File: config.mk
export PLATFORM = sky130hd
export DESIGN_NAME = debouncer
export DESIGN_NICKNAME = d
export VERILOG_FILES = /design/src/rtl/debouncer_pkg.sv /design/src/rtl/debouncer_checker.sv /design/src/rtl/debouncer_synchronizer.sv /design/src/rtl/debouncer.sv
export SDC_FILE = /design/constraint.sdc
export NUM_CORES = 1
export LEC_CHECK = 0
export ABC_CLOCK_PERIOD_IN_PS = 2600
export BUFFER_PORTS_ARGS = -buffer_cell sky130_fd_sc_hd__buf_2
export CORE_UTILIZATION = 30
export CTS_BUF_LIST = sky130_fd_sc_hd__clkbuf_4
export CTS_CLUSTER_DIAMETER = 80
export DETAILED_ROUTE_END_ITERATION = 10
export HOLD_SLACK_MARGIN = 0.06
export PLACE_DENSITY = 0.51
export SLEW_MARGIN = 20
export SYNTH_ARGS = -nofsm -noshare
export SYNTH_HDL_FRONTEND = slang
export SYNTH_SLANG_ARGS = --single-unit
File: constraint.sdc
create_clock -name clk -period 2.6 [get_ports clk]
set_clock_uncertainty 0.15 [all_clocks]
set_input_delay 0.52 -clock clk [delete_from_list [all_inputs] [get_ports clk]]
set_output_delay 0.52 -clock clk [all_outputs]
set_load 0.02 [all_outputs]
File: src/rtl/debouncer_pkg.sv
// Shared types and helpers for the debouncer: FSM state encoding and the
// output level implied by each state.
package debouncer_pkg;

  typedef enum logic [1:0] {
    S_LOW        = 2'b00,
    S_MAYBE_HIGH = 2'b01,
    S_HIGH       = 2'b10,
    S_MAYBE_LOW  = 2'b11
  } debounce_state_t;

  localparam int unsigned SYNC_STAGES = 2;

  // Debounced level held while sitting in a given state; unknown codes read as low.
  function automatic logic state_level(input debounce_state_t s);
    logic lvl;
    case (s)
      S_LOW:        lvl = 1'b0;
      S_MAYBE_HIGH: lvl = 1'b0;
      S_HIGH:       lvl = 1'b1;
      S_MAYBE_LOW:  lvl = 1'b1;
      default:      lvl = 1'b0;
    endcase
    return lvl;
  endfunction

endpackage

File: src/rtl/debouncer_checker.sv
// Property checks on the debouncer outputs and counter range; bound in by the
// debouncer itself so every instance carries them.
module debouncer_checker #(
  parameter int CNT_W   = 4,
  parameter int CNT_MAX = 10
) (
  input logic             clk,
  input logic             rst,
  input logic             debounced_out,
  input logic             rise_pulse,
  input logic             fall_pulse,
  input logic [CNT_W-1:0] cnt
);

  localparam logic [CNT_W-1:0] CNT_LIMIT = CNT_W'(CNT_MAX);

  logic seen_reset_r;

  // Gates history-based checks until outputs have been reset at least once.
  always_ff @(posedge clk) begin
    if (rst) begin
      seen_reset_r <= 1'b1;
    end else begin
      seen_reset_r <= seen_reset_r;
    end
  end

  a_pulses_exclusive: assert property (@(posedge clk) disable iff (rst)
    !(rise_pulse && fall_pulse));

  a_rise_means_high: assert property (@(posedge clk) disable iff (rst)
    rise_pulse |-> debounced_out);

  a_fall_means_low: assert property (@(posedge clk) disable iff (rst)
    fall_pulse |-> !debounced_out);

  a_change_has_pulse: assert property (@(posedge clk) disable iff (rst)
    (seen_reset_r && !$past(rst) && (debounced_out != $past(debounced_out)))
      |-> (rise_pulse || fall_pulse));

  a_count_in_range: assert property (@(posedge clk) disable iff (rst)
    cnt <= CNT_LIMIT);

endmodule

File: src/rtl/debouncer_synchronizer.sv
// Multi-flop synchronizer bringing an asynchronous level into the clk domain.
// STAGES must be at least 2.
module debouncer_synchronizer #(
  parameter int STAGES = 2
) (
  input  logic clk,
  input  logic rst,
  input  logic d,
  output logic q
);

  logic [STAGES-1:0] sync_r;

  // Shift chain; the first flop is the only one that may go metastable.
  always_ff @(posedge clk) begin
    if (rst) begin
      sync_r <= '0;
    end else begin
      sync_r <= {sync_r[STAGES-2:0], d};
    end
  end

  assign q = sync_r[STAGES-1];

endmodule

File: src/rtl/debouncer.sv
// Debounces a raw pin into a clean registered level and emits one-cycle
// rise/fall pulses whenever that level changes.
module debouncer
  import debouncer_pkg::*;
#(
  parameter int BOUNCE_TICKS = 10
) (
  input  logic clk,
  input  logic rst,
  input  logic bouncy_in,
  output logic debounced_out,
  output logic rise_pulse,
  output logic fall_pulse
);

  localparam int               CNT_W   = $clog2(BOUNCE_TICKS + 1);
  localparam logic [CNT_W-1:0] CNT_MAX = CNT_W'(BOUNCE_TICKS);
  localparam logic [CNT_W-1:0] CNT_ONE = CNT_W'(1);

  logic            sync_q_s;
  debounce_state_t state_r;
  debounce_state_t state_s;
  logic [CNT_W-1:0] cnt_r;
  logic [CNT_W-1:0] cnt_s;
  logic            out_s;
  logic            rise_s;
  logic            fall_s;

  debouncer_synchronizer #(
    .STAGES(SYNC_STAGES)
  ) u_sync (
    .clk(clk),
    .rst(rst),
    .d  (bouncy_in),
    .q  (sync_q_s)
  );

  // Next-state, stability counter and output decode.
  always_comb begin
    state_s = state_r;
    cnt_s   = cnt_r;
    out_s   = state_level(state_r);
    rise_s  = 1'b0;
    fall_s  = 1'b0;
    case (state_r)
      S_LOW: begin
        if (sync_q_s) begin
          state_s = S_MAYBE_HIGH;
          cnt_s   = CNT_ONE;
        end else begin
          cnt_s   = '0;
        end
      end
      S_MAYBE_HIGH: begin
        if (!sync_q_s) begin
          state_s = S_LOW;
          cnt_s   = '0;
        end else if (cnt_r == CNT_MAX) begin
          state_s = S_HIGH;
          cnt_s   = '0;
          out_s   = 1'b1;
          rise_s  = 1'b1;
        end else begin
          cnt_s   = cnt_r + CNT_ONE;
        end
      end
      S_HIGH: begin
        if (!sync_q_s) begin
          state_s = S_MAYBE_LOW;
          cnt_s   = CNT_ONE;
        end else begin
          cnt_s   = '0;
        end
      end
      S_MAYBE_LOW: begin
        if (sync_q_s) begin
          state_s = S_HIGH;
          cnt_s   = '0;
        end else if (cnt_r == CNT_MAX) begin
          state_s = S_LOW;
          cnt_s   = '0;
          out_s   = 1'b0;
          fall_s  = 1'b1;
        end else begin
          cnt_s   = cnt_r + CNT_ONE;
        end
      end
      default: begin
        // Corrupted state code: fall back to the safe low level.
        state_s = S_LOW;
        cnt_s   = '0;
        out_s   = 1'b0;
      end
    endcase
  end

  // State, counter and registered outputs all update on the same edge.
  always_ff @(posedge clk) begin
    if (rst) begin
      state_r       <= S_LOW;
      cnt_r         <= '0;
      debounced_out <= 1'b0;
      rise_pulse    <= 1'b0;
      fall_pulse    <= 1'b0;
    end else begin
      state_r       <= state_s;
      cnt_r         <= cnt_s;
      debounced_out <= out_s;
      rise_pulse    <= rise_s;
      fall_pulse    <= fall_s;
    end
  end

  debouncer_checker #(
    .CNT_W  (CNT_W),
    .CNT_MAX(BOUNCE_TICKS)
  ) u_chk (
    .clk          (clk),
    .rst          (rst),
    .debounced_out(debounced_out),
    .rise_pulse   (rise_pulse),
    .fall_pulse   (fall_pulse),
    .cnt          (cnt_r)
  );

endmodule

==> results.py <==
metrics = {
    "synthesis": {
        "ys_ff_latch": 11,
        "synth_xor_area_frac": 0.02147,
        "synth_compound_area_frac": 0.04601,
        "netlist_instances": 37,
        "muxShareOfSynthArea": 0.04908,
        "ys_seq_area_frac": 0.5399,
        "synth.avg_cell_area_sq_um": 11.02,
        "synth_top_family_by_area": "simple AND/OR/NAND/NOR gates",
        "synthSimpleGateAreaFrac": 0.2730,
        "synthAdderAreaFrac": 0.06135,
        "yosysWarnings": 0,
        "syn_nets": 42,
        "syn_area_sq_um": 407.9,
        "synth_cell_type_count": 19,
    },
    "place": {
        "io_buffers": 5,
        "gp_congestion": 0.7236,
        "place_inst": 56,
        "dp_slack_ns": 1.165,
        "dpl_cell_area_sq_um": 450.4,
        "dp_hpwl_um": 454.1,
    },
    "sta": {
        "hold_violations": 0,
        "grt_setup_unrepaired": "no",
        "layout_min_cycle_time_ns": 1.430,
        "fmax_mhz": 699.4,
        "tns_ns": 0,
        "relSlewSlack": 0.8033,
        "worst_pin_slew_ns": 0.2910,
        "fin_ws_ns": 1.170,
        "layout_worst_path_cycle_share": 0.5499,
        "finalSetupViolCount": 0,
        "fin_hold_ws_ns": 0.2901,
        "slew_viol_final": 0,
    },
    "detailed_routing": {
        "wl_um": 599,
        "postRouteAntennaNets": 0,
        "drc": 0,
        "vias_per_cell": 4.767,
        "drt-wirelength-per-cell_um": 9.983,
        "drtIter0Drc": 4,
        "vias": 286,
        "dr.pass1.iters": 2,
    },
    "power_and_ir_drop": {
        "swShare": 0.1839,
        "pwr-share-clk": 0.402,
        "power.switching_uw": 54.89,
        "power_leakage_nw": 0.2207,
        "vdd_drop_max_v": 0.0002348,
        "p_comb_frac": 0.020,
        "power.internal_uw": 243.6,
        "power_uw": 298.5,
        "p_seq_frac": 0.578,
        "power_density_nw_per_um2": 621.3,
    },
    "outcome": {
        "outcome": "completed",
    },
    "cells_and_area": {
        "layout_commonest_cell": "dfxtp_1",
        "regArea_sq_um": 220.2,
        "multiInputGateArea_sq_um": 183.9,
        "drive_gt1_frac": 0.2174,
        "final_cell_mix": "dfxtp_1 (11), buf_2 (5), nor2_1 (4), clkbuf_4 (4)",
        "fillers": 122,
        "finalInstanceArea_sq_um": 480.5,
        "finalNetCount": 52,
        "fin_util": 0.4051,
        "num_antenna_cells": 0,
        "syn_to_final_growth_pct": 17.79,
        "final_cell_count_no_fill": 60,
    },
    "global_route": {
        "grt_antenna_before_repair": 0,
        "grt_start_max_net_pins": 9,
        "grt_pass1_wl_mm": 1.048,
        "grt_usage": 0.1127,
        "grt_pass1_vias": 259,
        "grt_overflow": 0,
    },
    "cts": {
        "ctsHoldBuffers": 0,
        "clockBufferDepth": 2,
        "postCtsSetupBuffers": 0,
        "htree_levels": 1,
        "path_clk_slew_ns": 0.07,
        "cts-root-buf": "clkbuf_4",
        "cts_made_buffers": 3,
        "cts_resized": 0,
        "insertion_delay_ns": 0.26,
        "clkSinkCount": 11,
        "cts_tree": "built",
    },
    "die": {
        "ios": 6,
        "core_area_sq_um": 1186,
        "initial_core_util": 0.3439,
        "rows": 12,
        "dieArea_sq_um": 1511,
        "die_x_um": 38.88,
        "die_h_um": 38.88,
    },
    "worst_setup_path": {
        "path_delay_family": "flip-flops",
        "path_class": "reg2reg",
        "worstPathArrival_ns": 1.47,
        "worst_setup_path_start_kind": "register",
        "cp_data_required_time_ns": 2.65,
        "path_cells": "inv_1 > ha_1 > or3b_1 > a31oi_1",
        "cp_slowest_cell": "dfxtp_1",
        "worstSetupEndpointType": "register",
        "crit_buf_inv": 1,
        "cp_max_fo": 5,
        "cpPeakStageDelay_ns": 0.41,
    },
    "run": {
        "max-cap-violations": 0,
    },
    "hold_path": {
        "min_path_type": "reg2reg",
    },
}
[worst paths after layout]
| path | slack [ns] | to | start | cells past startpoint |
|---|---|---|---|---|
| max | 1.17 | cnt_r[3] | cnt_r[0] | 4 |
| min | 0.29 | u_sync.sync_r[1] | u_sync.sync_r[0] | 1 |
| max reg2reg | 1.17 | cnt_r[3] | cnt_r[0] | 4 |
| min reg2reg | 0.29 | u_sync.sync_r[1] | u_sync.sync_r[0] | 1 |
[cells by family (layout without fill, tap and decap cells)]
group	count (synthesis)	count (layout)
xor gates and xnor gates	1	1
muxes	2	2
DFF	11	11
AOI/OAI and AO/OA	3	3
adders and majority gates	2	2
buffers and inverters	1	10
and+or+nand+nor	17	17
[power groups by stage]
stage / Clock [mW] / Sequential, mW / Combinational (mW)
4_1_cts: 0.126 / 0.173 / 0.00602
2_1_floorplan: 0 / 0.176 / 0.00293
3_3_place_gp: 0 / 0.176 / 0.00560
6_report: 0.120 / 0.173 / 0.00585
3_5_place_dp: 0 / 0.176 / 0.00599
5_1_grt: 0.138 / 0.173 / 0.00655
[Yosys cell counts]
cell      number  area (sq um)
nand3b_1       1         7.510
dfxtp_1       11         220.2
ha_1           2         25.02
inv_1          1         3.750
a21boi_1       1         7.510
nor2_1         4         15.01
nor3_1         1         5.000
and3b_1        1         8.760
nand2_1        2         7.510
nand4b_2       1         15.01
a31oi_1        1         6.260
nand3_1        1         5.000
nand4b_1       1         8.760
xor2_1         1         8.760
nor2b_1        2         12.51
or3b_1         1         8.760
nor4b_1        2         17.52
a21oi_1        1         5.000
mux2i_1        2         20.02
[registers in the layout (all words and copies together), names as in the netlist, named ones only]
name and cells:
cnt_r 4, u_sync.sync_r 2, debounced_out 1, fall_pulse 1
rise_pulse 1, state_r 1
[cell type report]
cell class | count | share of cell area
sequential | 11 | 0.4583
multi-input combinational | 25 | 0.3828
clock buffer | 4 | 0.06250
timing repair buffer | 5 | 0.05208
tap | 14 | 0.03646
inverter | 1 | 0.007812
[layer usage]
metal / wire, um / global-route usage
met5: 0 / 0
met4: 0 / 0.05172
met3: 38 / 0.1040
met2: 272 / 0.1500
met1: 288 / 0.1193
No activity file was read; power rests on OpenSTA's default activity.
